`src/rtl/hedios_rx_deframer.sv`:
```
// hedios_rx_deframer: assembles 1+4 byte Hedios packets from a UART byte stream into a show-ahead FIFO
// Ports: clk/rst (sync, active high); byte_valid/byte_data/byte_frame_err from the UART receiver;
//        pop_packet/packet_command/packet_data/queue_empty/queue_full/lost_data to the controller;
//        frame_drop_count counts discarded partial frames (saturating).
// Option: define HEDIOS_RX_CHECKSUM_EN for 6-byte frames whose last byte is the XOR of bytes 0..4.
module hedios_rx_deframer #(
  parameter int CLK_RATE       = 100_000_000,
  parameter int FIFO_DEPTH     = 16,
  parameter int TIMEOUT_CYCLES = 2000
) (
  input  logic        clk,
  input  logic        rst,
  input  logic        byte_valid,
  input  logic [7:0]  byte_data,
  input  logic        byte_frame_err,
  input  logic        pop_packet,
  output logic [7:0]  packet_command,
  output logic [31:0] packet_data,
  output logic        queue_empty,
  output logic        queue_full,
  output logic        lost_data,
  output logic [7:0]  frame_drop_count
);
  localparam int AW = $clog2(FIFO_DEPTH);
  localparam int CW = AW + 1;
  localparam int TW = $clog2(TIMEOUT_CYCLES + 1);
  localparam logic [CW-1:0] FULL = CW'(FIFO_DEPTH);
  localparam logic [TW-1:0] TMO_MAX = TW'(TIMEOUT_CYCLES - 1);
`ifdef HEDIOS_RX_CHECKSUM_EN
  localparam logic [2:0] LAST = 3'd5;
`else
  localparam logic [2:0] LAST = 3'd4;
`endif

  if (FIFO_DEPTH < 2 || (FIFO_DEPTH & (FIFO_DEPTH - 1)) != 0 || TIMEOUT_CYCLES < 1 || CLK_RATE < 1) begin : g_bad_params
    $error("hedios_rx_deframer: illegal parameters");
  end

  typedef enum logic [1:0] {IDLE, COLLECT, COMMIT} state_t;

  state_t          r_state, w_next;
  logic [2:0]      r_idx;
  logic [TW-1:0]   r_tmo;
  logic [7:0]      r_cmd;
  logic [31:0]     r_data;
  logic [7:0]      r_drops;
  logic [39:0]     r_mem [FIFO_DEPTH];
  logic [39:0]     r_head;
  logic [AW-1:0]   r_wp, r_rp;
  logic [CW-1:0]   r_cnt;
  logic            r_lost;
  logic            w_good, w_bad, w_tmo, w_chk_ok;
  logic            w_load, w_shift, w_drop;
  logic            w_commit, w_pop, w_full, w_wr;
  logic [39:0]     w_pkt;
  logic [AW-1:0]   w_rp_nx;

  assign w_good = byte_valid && !byte_frame_err;
  assign w_bad  = byte_valid && byte_frame_err;
  assign w_tmo  = !byte_valid && r_tmo == TMO_MAX;

`ifdef HEDIOS_RX_CHECKSUM_EN
  logic [7:0] r_chk;
  assign w_chk_ok = r_idx != LAST || byte_data == r_chk;
  always_ff @(posedge clk)
    r_chk <= rst ? 8'd0 : w_load ? byte_data : w_shift ? r_chk ^ byte_data : r_chk;
`else
  assign w_chk_ok = 1'b1;
`endif

  always_comb begin
    w_next  = r_state;
    w_load  = 1'b0;
    w_shift = 1'b0;
    w_drop  = 1'b0;
    if (r_state == COLLECT) begin
      if (w_bad || w_tmo) begin
        w_next = IDLE;
        w_drop = 1'b1;
      end else if (w_good) begin
        w_shift = r_idx <= 3'd4;
        w_next  = r_idx != LAST ? COLLECT : w_chk_ok ? COMMIT : IDLE;
        w_drop  = !w_chk_ok;
      end
    end else begin
      // COMMIT behaves like IDLE on input so a byte arriving during the write starts the next frame
      w_load = w_good;
      w_next = w_good ? COLLECT : IDLE;
    end
  end

  always_ff @(posedge clk) begin
    if (rst) begin
      r_state <= IDLE;
      r_idx   <= 3'd0;
      r_tmo   <= '0;
      r_cmd   <= 8'd0;
      r_data  <= 32'd0;
      r_drops <= 8'd0;
    end else begin
      r_state <= w_next;
      r_idx   <= w_load ? 3'd1 : w_shift ? r_idx + 3'd1 : r_idx;
      r_cmd   <= w_load ? byte_data : r_cmd;
      r_data  <= w_shift ? {r_data[23:0], byte_data} : r_data;
      r_tmo   <= (r_state == COLLECT && !byte_valid) ? r_tmo + TW'(1) : '0;
      r_drops <= (w_drop && r_drops != 8'hFF) ? r_drops + 8'd1 : r_drops;
    end
  end

  assign w_commit = r_state == COMMIT;
  assign w_pop    = pop_packet && r_cnt != '0;
  assign w_full   = r_cnt == FULL;
  assign w_wr     = w_commit && (!w_full || w_pop);
  assign w_pkt    = {r_cmd, r_data};
  assign w_rp_nx  = r_rp + AW'(1);

  always_ff @(posedge clk)
    if (w_wr) r_mem[r_wp] <= w_pkt;

  always_ff @(posedge clk) begin
    if (rst) begin
      r_wp   <= '0;
      r_rp   <= '0;
      r_cnt  <= '0;
      r_lost <= 1'b0;
      r_head <= 40'd0;
    end else begin
      r_wp   <= w_wr ? r_wp + AW'(1) : r_wp;
      r_rp   <= w_pop ? w_rp_nx : r_rp;
      r_cnt  <= r_cnt + CW'(w_wr) - CW'(w_pop);
      r_lost <= r_lost || (w_commit && !w_wr);
      // head tracks the packet that will be at the read pointer after this cycle
      r_head <= (w_wr && (r_cnt == '0 || (w_pop && r_cnt == CW'(1)))) ? w_pkt :
                (w_pop && r_cnt != CW'(1)) ? r_mem[w_rp_nx] : r_head;
    end
  end

  assign packet_command   = r_head[39:32];
  assign packet_data      = r_head[31:0];
  assign queue_empty      = r_cnt == '0;
  assign queue_full       = w_full;
  assign lost_data        = r_lost;
  assign frame_drop_count = r_drops;
endmodule

```
`config.mk`:
```
export PLATFORM = sky130hd
export DESIGN_NAME = hedios_rx_deframer
export DESIGN_NICKNAME = d
export VERILOG_FILES = /design/src/rtl/hedios_rx_deframer.sv
export SDC_FILE = /design/constraint.sdc
export NUM_CORES = 1
export LEC_CHECK = 0
export BUFFER_PORTS_ARGS = -buffer_cell sky130_fd_sc_hd__buf_4
export CORE_ASPECT_RATIO = 0.5
export CORE_MARGIN = 5
export CORE_UTILIZATION = 45
export DETAILED_ROUTE_END_ITERATION = 8
export GPL_TIMING_DRIVEN = 0
export PLACE_DENSITY = 0.71
export SLEW_MARGIN = 30
export SYNTH_ARGS = -nofsm -noshare
export SYNTH_HDL_FRONTEND = slang
export SYNTH_SLANG_ARGS = --single-unit
```
`constraint.sdc`:
```
create_clock -name clk -period 6.4 [get_ports clk]
set_clock_uncertainty 0.2 [all_clocks]
set_input_delay 0.32 -clock clk [delete_from_list [all_inputs] [get_ports clk]]
set_output_delay 0.32 -clock clk [all_outputs]
set_load 0.005 [all_outputs]
```
# Word-level counts from Yosys, hierarchy flattened
# Memories as Yosys holds them, arrays and structs flattened.
# Cells that the tools add are included.
dict set report word_totals {
  wordCells 73
  n_memories 1
  in_bits 13
  out_inout_bits 51
  ramBits 640
  ff_bits 118
}
# memory depth word_bits rd rd_clocked_by_memory_dff wr line
set mem_list {}
lappend mem_list {r_mem 16 40 1 0 1 47} ;# logic [39:0] r_mem [FIFO_DEPTH];
dict set report classes {
  n_addsub 7
  order_cmp 1
  mux 17
  n_reduce_logical 25
  bitwise 1
  n_eq_ne 9
}
# op count
set ops {}
lappend ops {{$mux W40} 2}
lappend ops {{$add A11 B1 Y11 const B} 1}
lappend ops {{$eq A11 B11 Y1 const B} 1}
lappend ops {{$logic_and A1 B1 Y1} 11}
lappend ops {{$mux W1} 11}
lappend ops {{$add A4 B1 Y4 const B} 2}
lappend ops {{$add A8 B1 Y8 const B} 1}
lappend ops {{$mux W2} 4}
lappend ops {{$ne A8 B8 Y1 const B} 1}
lappend ops {{$ne A3 B3 Y1 const B} 2}
lappend ops {{$add A5 B1 Y5} 1}
lappend ops {{$eq A5 B1 Y1 const B} 1}
lappend ops {{$eq A5 B5 Y1 const B} 1}
lappend ops {{$logic_not A5 Y1} 1}
lappend ops {{$ne A5 B1 Y1 const B} 1}
lappend ops {{$reduce_bool A5 Y1} 1}
lappend ops {{$sub A5 B1 Y5} 1}
lappend ops {{$logic_not A1 Y1} 4}
lappend ops {{$logic_or A1 B1 Y1} 4}
lappend ops {{$reduce_bool A2 Y1} 2}
lappend ops {{$reduce_or A2 Y1} 2}
lappend ops {{$add A3 B1 Y3 const B} 1}
lappend ops {{$le A3 B3 Y1 const B} 1}
lappend ops {{$eq A2 B1 Y1 const B} 1}
lappend ops {{2 further kinds} 2}

# Depth between registers and ports, before layout
# Gate-level depths: netlist (run 1).
dict set report logic_depth {
  ltp_word 7
  depth_mapped 14
  mapped_depth_nobuf 12
}

# Least setup slack after synthesis (run 1)
# No wires, ideal clock.
dict set report synth_timing {
  kind {register -> register}
  from {register r_cnt[2]}
  to {memory r_mem[3][0] (enable)}
  setup_time_ps 487
  t_required_ps 5713
  synth_period_minus_slack_ps 4827
  arrival_time_ps 4141
  path_stages_with_launch 7
  setup_slack_ps 1573
  path_buffers 0
  path_cell_list {dfxtp_1 > inv_1 > ha_1 > nor4bb_1 > a21oi_1 > nand2_1 > nor3_1}
}
dict set report synth_via {
  elab_chain_len 6
  word_cells_on_any_way 8
  cone_classes {eq/ne (1); mux (2); reduce/logical (5)}
}
# element line
set synth_lines {}
lappend synth_lines {{start, declared} 50} ;# logic [CW-1:0] r_cnt;
lappend synth_lines {{start signal, assigned} 130} ;# r_cnt <= r_cnt + CW'(w_wr) - CW'(w_pop);
lappend synth_lines {{$eq A5 B5 Y1} 112} ;# assign w_full = r_cnt == FULL;
lappend synth_lines {{net queue_full} 20} ;# output logic queue_full,
lappend synth_lines {{$logic_not A1 Y1} 113} ;# assign w_wr = w_commit && (!w_full || w_pop);
lappend synth_lines {{$logic_or A1 B1 Y1} 113}
lappend synth_lines {{$logic_and A1 B1 Y1} 113}
lappend synth_lines {{$mux W1} 118} ;# if (w_wr) r_mem[r_wp] <= w_pkt;
lappend synth_lines {{$mux W1 (not written as such)} 118}
lappend synth_lines {{end, declared} 47}
# The timed path passes the listed nets, and every way through them passes these cells.

# Worst setup path after layout (run 1)
dict set report layout_timing {
  from {register r_cnt[2]}
  to {memory r_mem[2][21] (enable)}
}
dict set report layout_via {
  elab_chain_len 6
  word_cells_on_any_way 8
  cone_classes {eq/ne (1); mux (2); reduce/logical (5)}
}
# element line
set layout_lines {}
lappend layout_lines {{$eq A5 B5 Y1 or $reduce_bool A5 Y1 (tied branches)} {112, 111}}
lappend layout_lines {{$logic_not A1 Y1 or $logic_and A1 B1 Y1 (tied branches)} {113, 111}}
lappend layout_lines {{$logic_or A1 B1 Y1 *} 113}
lappend layout_lines {{$logic_and A1 B1 Y1 *} 113}
lappend layout_lines {{$mux W1 *} 118}
lappend layout_lines {{$mux W1 (not written as such) *} 118}
# Mark *: on every way between the ends. The rest lies on a longest branch, timed or not.

==> results of run 1 <==
## power by group
| group | switching [mW] | leakage, nW | total (mW) | internal [mW] |
|---|---|---|---|---|
| clock network | 1.80 | 1.11 | 4.16 | 2.36 |
| logic | 1.59 | 3.06 | 2.99 | 1.40 |
| registers | 0.173 | 6.68 | 5.61 | 5.44 |
| total | 3.56 | 10.9 | 12.8 | 9.20 |
## placed cells by master, fill, tap and decap left out, drive strengths merged, types with 2 or more instances in the layout
cell / count
dlygate4sd3: 11
a21o: 43
xor2: 15
o21a: 2
mux4: 160
inv: 16
nor2: 47
nand2b: 9
a311oi: 40
nand2: 98
bufinv: 5
nand4: 4
nor3: 9
a211oi: 2
mux2i: 2
and2: 2
or3: 2
clkbuf: 168
o22a: 40
or3b: 2
o21ai: 5
edfxtp: 640
ha: 14
clkinv: 19
nor2b: 4
a21oi: 48
a22oi: 80
and3: 6
a221oi: 40
o22ai: 40
dfxtp: 118
xnor2: 10
buf: 160
nand3: 10
## registers in the layout (all words and copies together) (netlist names)
| signal | cells |
|---|---|
| r_rp | 4 |
| r_head | 40 |
| lost_data | 1 |
| r_data | 32 |
| r_mem | 640 |
| r_tmo | 11 |
| r_wp | 4 |
| r_state | 2 |
| r_idx | 3 |
| r_cmd | 8 |
| frame_drop_count | 8 |
| r_cnt | 5 |
## layout make-up
type	count	area, um2	share of cell area, %
Sequential cell	758	21600	62.3
Multi-Input combinational cell	746	7640	22.1
Clock buffer	95	1950	5.64
Timing Repair Buffer	128	1490	4.30
Tap cell	884	1110	3.19
Buffer	116	531	1.53
Clock inverter	31	307	0.885
Inverter	10	37.5	0.108
## worst max path at each step
stage                                   start                endpoint  slack [ns]  depth (start not counted)
after floorplan           r_cnt[2]$_SDFF_PP0_   r_mem[3][0]$_DFFE_PP_        1.57                          6
after global placement    r_cnt[2]$_SDFF_PP0_  r_mem[3][19]$_DFFE_PP_       -1.95                          6
after detailed placement  r_cnt[2]$_SDFF_PP0_     r_cnt[4]$_SDFF_PP0_        2.59                         12
after CTS                 r_cnt[2]$_SDFF_PP0_     r_cnt[4]$_SDFF_PP0_        2.56                         12
after global routing      r_cnt[3]$_SDFF_PP0_     r_cnt[4]$_SDFF_PP0_        2.33                         12
final                     r_cnt[2]$_SDFF_PP0_  r_mem[2][21]$_DFFE_PP_        2.56                          9
## per-layer routing
metal  share of wire, %  vias up  wire, um
met1                 40     8855     30000
met4                2.8        0      2120
met2                 46     1015     34700
met5                  0        -         0
met3                 11      149      7890
li1                   -     7148         -
## worst min-delay path, cell delays in order
cell      delay [ns]
clkbuf_2        0.37
or3_1           0.21
nor2_1          0.05
## per-stage QoR
step / utilization, % / hold slack, ns / instances / TNS (ns)
final: 53.2 / 0.222 / 2768 / 0
after global routing: 53.2 / 0.259 / 2768 / 0
after CTS: 53.2 / 0.225 / 2768 / 0
after detailed placement: 49.5 / 0.238 / 2631 / 0
after global placement: 48.0 / 0.226 / 2576 / -297.84
after floorplan: - / 0.213 / 1630 / 0
## kinds of logic (layout without fill, tap and decap cells)
group	after synthesis	count (layout)	synth area share, %
AOI/OAI and AO/OA	345	345	8.76
xor gates and xnor gates	25	25	0.738
adders and majority gates	15	15	0.658
buffers and inverters	126	380	1.91
DFF	758	758	72.7
muxes	162	162	12.2
and+or+nand+nor	199	199	3.03
==> impl_metrics.yaml, run 1 <==
critical_path:
  cp_slowest_cell: "a21oi_1"
  r2r-start: "r_cnt[2]$_SDFF_PP0_"
  reg2reg_to: "r_mem[2][21]$_DFFE_PP_"
  required_ns: 6.50
  worst-setup-path-type: "flop to flop"
  crit_chain: "inv_1 -> ha_1 -> nor4bb_1 -> a21oi_1 -> nand2_1 -> nor3_2 -> buf_4 -> buf_4 -> buf_4"
  critical_path_buf_inv_count: 4
  worstRegToRegCells: 9
  critPathMaxStageDelay_ns: 0.77
  crit_arrival_ns: 3.94
  end_kind: "flop"
  cpMostUsedCell: "buf_4"
  cp-start-kind: "flop"
  crit_fanout: 9
  reg2reg_slack_ns: 2.56
  cpLargestDelayFamily: "simple AND/OR/NAND/NOR gates"
cts:
  clockBufferDepth: 3
  clk_latency_ns: 0.60
  clk_pin_slew_ns: 0.07
  post_cts_resized: 0
  cts_root_buffer: "clkbuf_16"
  cts_tree: "built"
  clock-sinks: 758
  post-cts-setup-buffers: 0
  cts-htree-levels: 3
  cts_buffers: 69
  cts_hold_buf: 11
synthesis:
  synth_nets: 1658
  syn_area_um2: 29700
  synth_edf_count: 640
  synth.top_cell.area_share_pct: 64.7
  synth_seq_area_share_pct: 72.7
  synthArstFlopShare_pct: 0
  yosysWarnings: 0
  synthCells: 1630
  ys_types: 56
  yosysTopAreaCell: "edfxtp_1"
  ys.flop_type: "edfxtp_1"
  yosysMostFrequentCell: "edfxtp_1"
  synth_seq_cells: 758
  synth_common_cells: "640 x edfxtp_1, 160 x mux4_2, 118 x dfxtp_1"
  synthTopCellsByArea: "edfxtp_1 65%, mux4_2 12%, dfxtp_1 8.0%"
  avgSynthCellArea_um2: 18.2
min_path:
  whs_endpoint: "r_tmo[10]$_SDFF_PP0_"
  hold_path.class: "input port to flop"
  min_from: "rst"
  holdPathStages: 3
finish:
  finalNetCount: 1857
  design_area_um2: 34600
  fill_cells: 4965
  antenna_cells: 0
  layout-drive-gt1-share_pct: 23.8
  syn_to_final_growth_pct: 16.7
sta:
  min_period_over_period_pct: 60.0
  timing.final.ws_setup_ns: 2.56
  setup_viol: 0
  slew_violations: 0
  fmax_ghz: 0.261
  tightest_slew_ns: 0.997
  slew_headroom_pct: 32.6
  period_needed_ns: 3.84
  hold_violations: 0
  rsz0062_at_grt: "false"
placement:
  placed_cell_area_um2: 32300
  place_ws_ns: 2.59
  place_congestion: 0.819
  io_buffers: 62
  dp.final_hpwl_um: 48100
global_routing:
  met2_usage_pct: 32.6
  global_route.usage.met1_pct: 28.4
  use_met3_pct: 5.21
  grt.total_usage_pct: 20.6
  grt_pass1_wl_um: 110000
  grt_pass1_vias: 17100
  overflow: 0
  grt_max_degree: 20
  antenna_found_initial: 1
  grt.busiest_layer: "met2"
route:
  first_iter_violations: 2156
  routed_via_density: 6.20
  via_count: 17167
  ant_nets: 0
  first_pass_iters: 8
  drc: 0
  wl_per_cell_um: 27.0
  routed_wl_um: 74700
floorplan:
  io_pins: 64
  initial_core_util_pct: 45.6
  row_count: 66
  die_w_um: 373
  die_h_um: 192
  coreArea_um2: 65200
  dieArea_um2: 71500
power:
  total_power_mw: 12.8
  p_per_area_nw_per_um2: 368
  p_leak_nw: 10.9
  vdd_ir_drop_max_v: 0.000255
job:
  maxCapViolations: 0
status:
  status: "completed"
Note: power is estimated with default switching activity, not from simulation.
==> run 2: changes to the inputs <==
PLACE_DENSITY = 0.74   (was 0.71)
clock period = 3.15 ns   (was 6.4 ns; I/O delays follow)
==> impl_metrics.yaml, run 2 (synthesis gave the netlist of run 1 again) <==
global_routing:
  overflow: 0
  met2_usage_pct: 33.3
  antenna_found_initial: 0
  grt_max_degree: 20
  global_route.usage.met1_pct: 28.0
  grt.busiest_layer: "met2"
  grt_pass1_wl_um: 109000
  grt.total_usage_pct: 20.4
  grt_pass1_vias: 16906
  use_met3_pct: 5.03
floorplan:
  die_w_um: 373
  initial_core_util_pct: 45.6
  io_pins: 64
  die_h_um: 192
  coreArea_um2: 65200
  dieArea_um2: 71500
  row_count: 66
finish:
  largest_reg_flops: 640
  reg_top3: "r_mem: 640 flops, r_head: 40 flops, r_data: 32 flops"
  antenna_cells: 0
  top_register: "r_mem"
  layout-drive-gt1-share_pct: 23.8
  layout_commonest_cell: "edfxtp_1"
  mostFrequentLayoutCells: "640 x edfxtp_1, 160 x mux4_2, 118 x dfxtp_1"
  syn_to_final_growth_pct: 16.7
  finalNetCount: 1848
job:
  maxCapViolations: 0
power:
  seq_power_share_pct: 44.5
  pwr-share-comb_pct: 23.4
  vdd_ir_drop_max_v: 0.000383
  switchingPower_mw: 7.16
  swShare_pct: 27.9
  p_per_area_nw_per_um2: 741
  p_clk_share_pct: 32.1
  p_leak_nw: 10.7
  power.internal_mw: 18.5
sta:
  min_period_over_period_pct: 97.2
  timing.final.ws_setup_ns: 0.0893
  fmax_ghz: 0.327
  slew_violations: 0
  hold_ws_ns: 0.193
  tightest_slew_ns: 1.04
  slew_headroom_pct: 30.8
  hold_violations: 0
  period_needed_ns: 3.06
  setup_viol: 0
route:
  routed_via_density: 6.19
  wl_per_cell_um: 26.8
  first_pass_iters: 5
  ant_nets: 0
  first_iter_violations: 2287
  routed_wl_um: 73800
  via_count: 17074
  drc: 0
cts:
  clockBufferDepth: 3
  clock-sinks: 758
  cts-htree-levels: 3
  cts_tree: "built"
  cts_buffers: 67
  clk_latency_ns: 0.61
  clk_pin_slew_ns: 0.07
  cts_root_buffer: "clkbuf_16"
critical_path:
  crit_fanout: 18
  worstRegToRegCells: 7
  worst-setup-path-type: "flop to flop"
  end_kind: "flop"
  required_ns: 3.26
  crit_arrival_ns: 3.17
  cp-start-kind: "flop"
placement:
  dp.final_hpwl_um: 46700
  place_ws_ns: -0.688
  io_buffers: 62
  place_congestion: 0.820
status:
  status: "completed"
min_path:
  holdPathStages: 4
  hold_path.class: "input port to flop"
run 2: cell types whose count changed in the layout (fill, tap and decap cells not counted), moves of 3 or more:
| cell | previous run | this run |
|---|---|---|
| buf_4 | 92 | 70 |
| buf_6 | 3 | 12 |
| buf_8 | 2 | 11 |
| clkbuf_16 | 73 | 69 |
| nor3_2 | 4 | 0 |
| nor3_4 | 0 | 4 |
| buf_16 | 21 | 18 |
run 2: worst max-delay path: stages (launching register included):
cell and delay (ns):
dfxtp_1 0.35, inv_1 0.08, ha_1 0.20, nor4bb_4 0.16, a21oi_2 0.50, nand2_1 0.39, nor2_4 0.60, buf_12 0.26
run 2: power groups by stage:
stage          logic, mW  clock network [mW]  registers (mW)
6_report            6.00                8.25            11.4
5_1_grt             6.40                8.78            11.4
4_1_cts             5.91                8.31            11.4
3_5_place_dp        5.79                   0            11.6
3_3_place_gp        5.71                   0            11.6
2_1_floorplan       3.99                   0            11.5
run 2: area by class of cell:
class,instances,area (um2)
fillers,4883,30500
flip-flops and latches,758,21600
multi-input cells,746,7710
clock buffers,93,1850
repair buffers,122,1490
well taps,884,1110
plain buffers,115,538
clock inverters,30,333
inverters,10,37.5
run 2: worst paths after layout:
| check | from | end | slack [ns] |
|---|---|---|---|
| min reg2reg | r_tmo[0]$_SDFF_PP0_ | r_tmo[0]$_SDFF_PP0_ | 0.25 |
| min | byte_data[5] | r_data[5]$_SDFFE_PP0P_ | 0.19 |
| max | r_cnt[3]$_SDFF_PP0_ | r_mem[12][20]$_DFFE_PP_ | 0.09 |
| max reg2reg | r_cnt[3]$_SDFF_PP0_ | r_mem[12][20]$_DFFE_PP_ | 0.09 |
run 2: what timing repair did:
| item | in CTS | in global routing |
|---|---|---|
| resized for setup | 10 | 6 |
| endpoints found under the setup margin | 621 | 58 |
| hold endpoints to repair | 35 | 0 |
| pin swaps | 2 | 2 |
| setup buffers | 1 | 5 |
| hold buffers | 12 | 0 |
run 2: per-layer routing:
metal  vias to the layer above  part of all wire (%)  wire length, um
met5                         -                     0                0
met4                         0                   2.6             1950
met3                       145                    12             8670
met2                      1085                    48            35100
met1                      8725                    38            28100
li1                       7119                     -                -
run 2: metrics by stage:
stage	utilization, %	TNS, ns	area, um2	total power [mW]	cells
6_report	53.2	0	34600	25.7	2758
5_1_grt	53.2	-0.0235	34600	26.6	2758
4_1_cts	53.0	0	34600	25.6	2753
3_5_place_dp	49.5	-100.35	32200	17.4	2618
3_3_place_gp	48.0	-1470.68	31300	17.3	2576
2_1_floorplan	-	-216.34	29700	15.5	1630
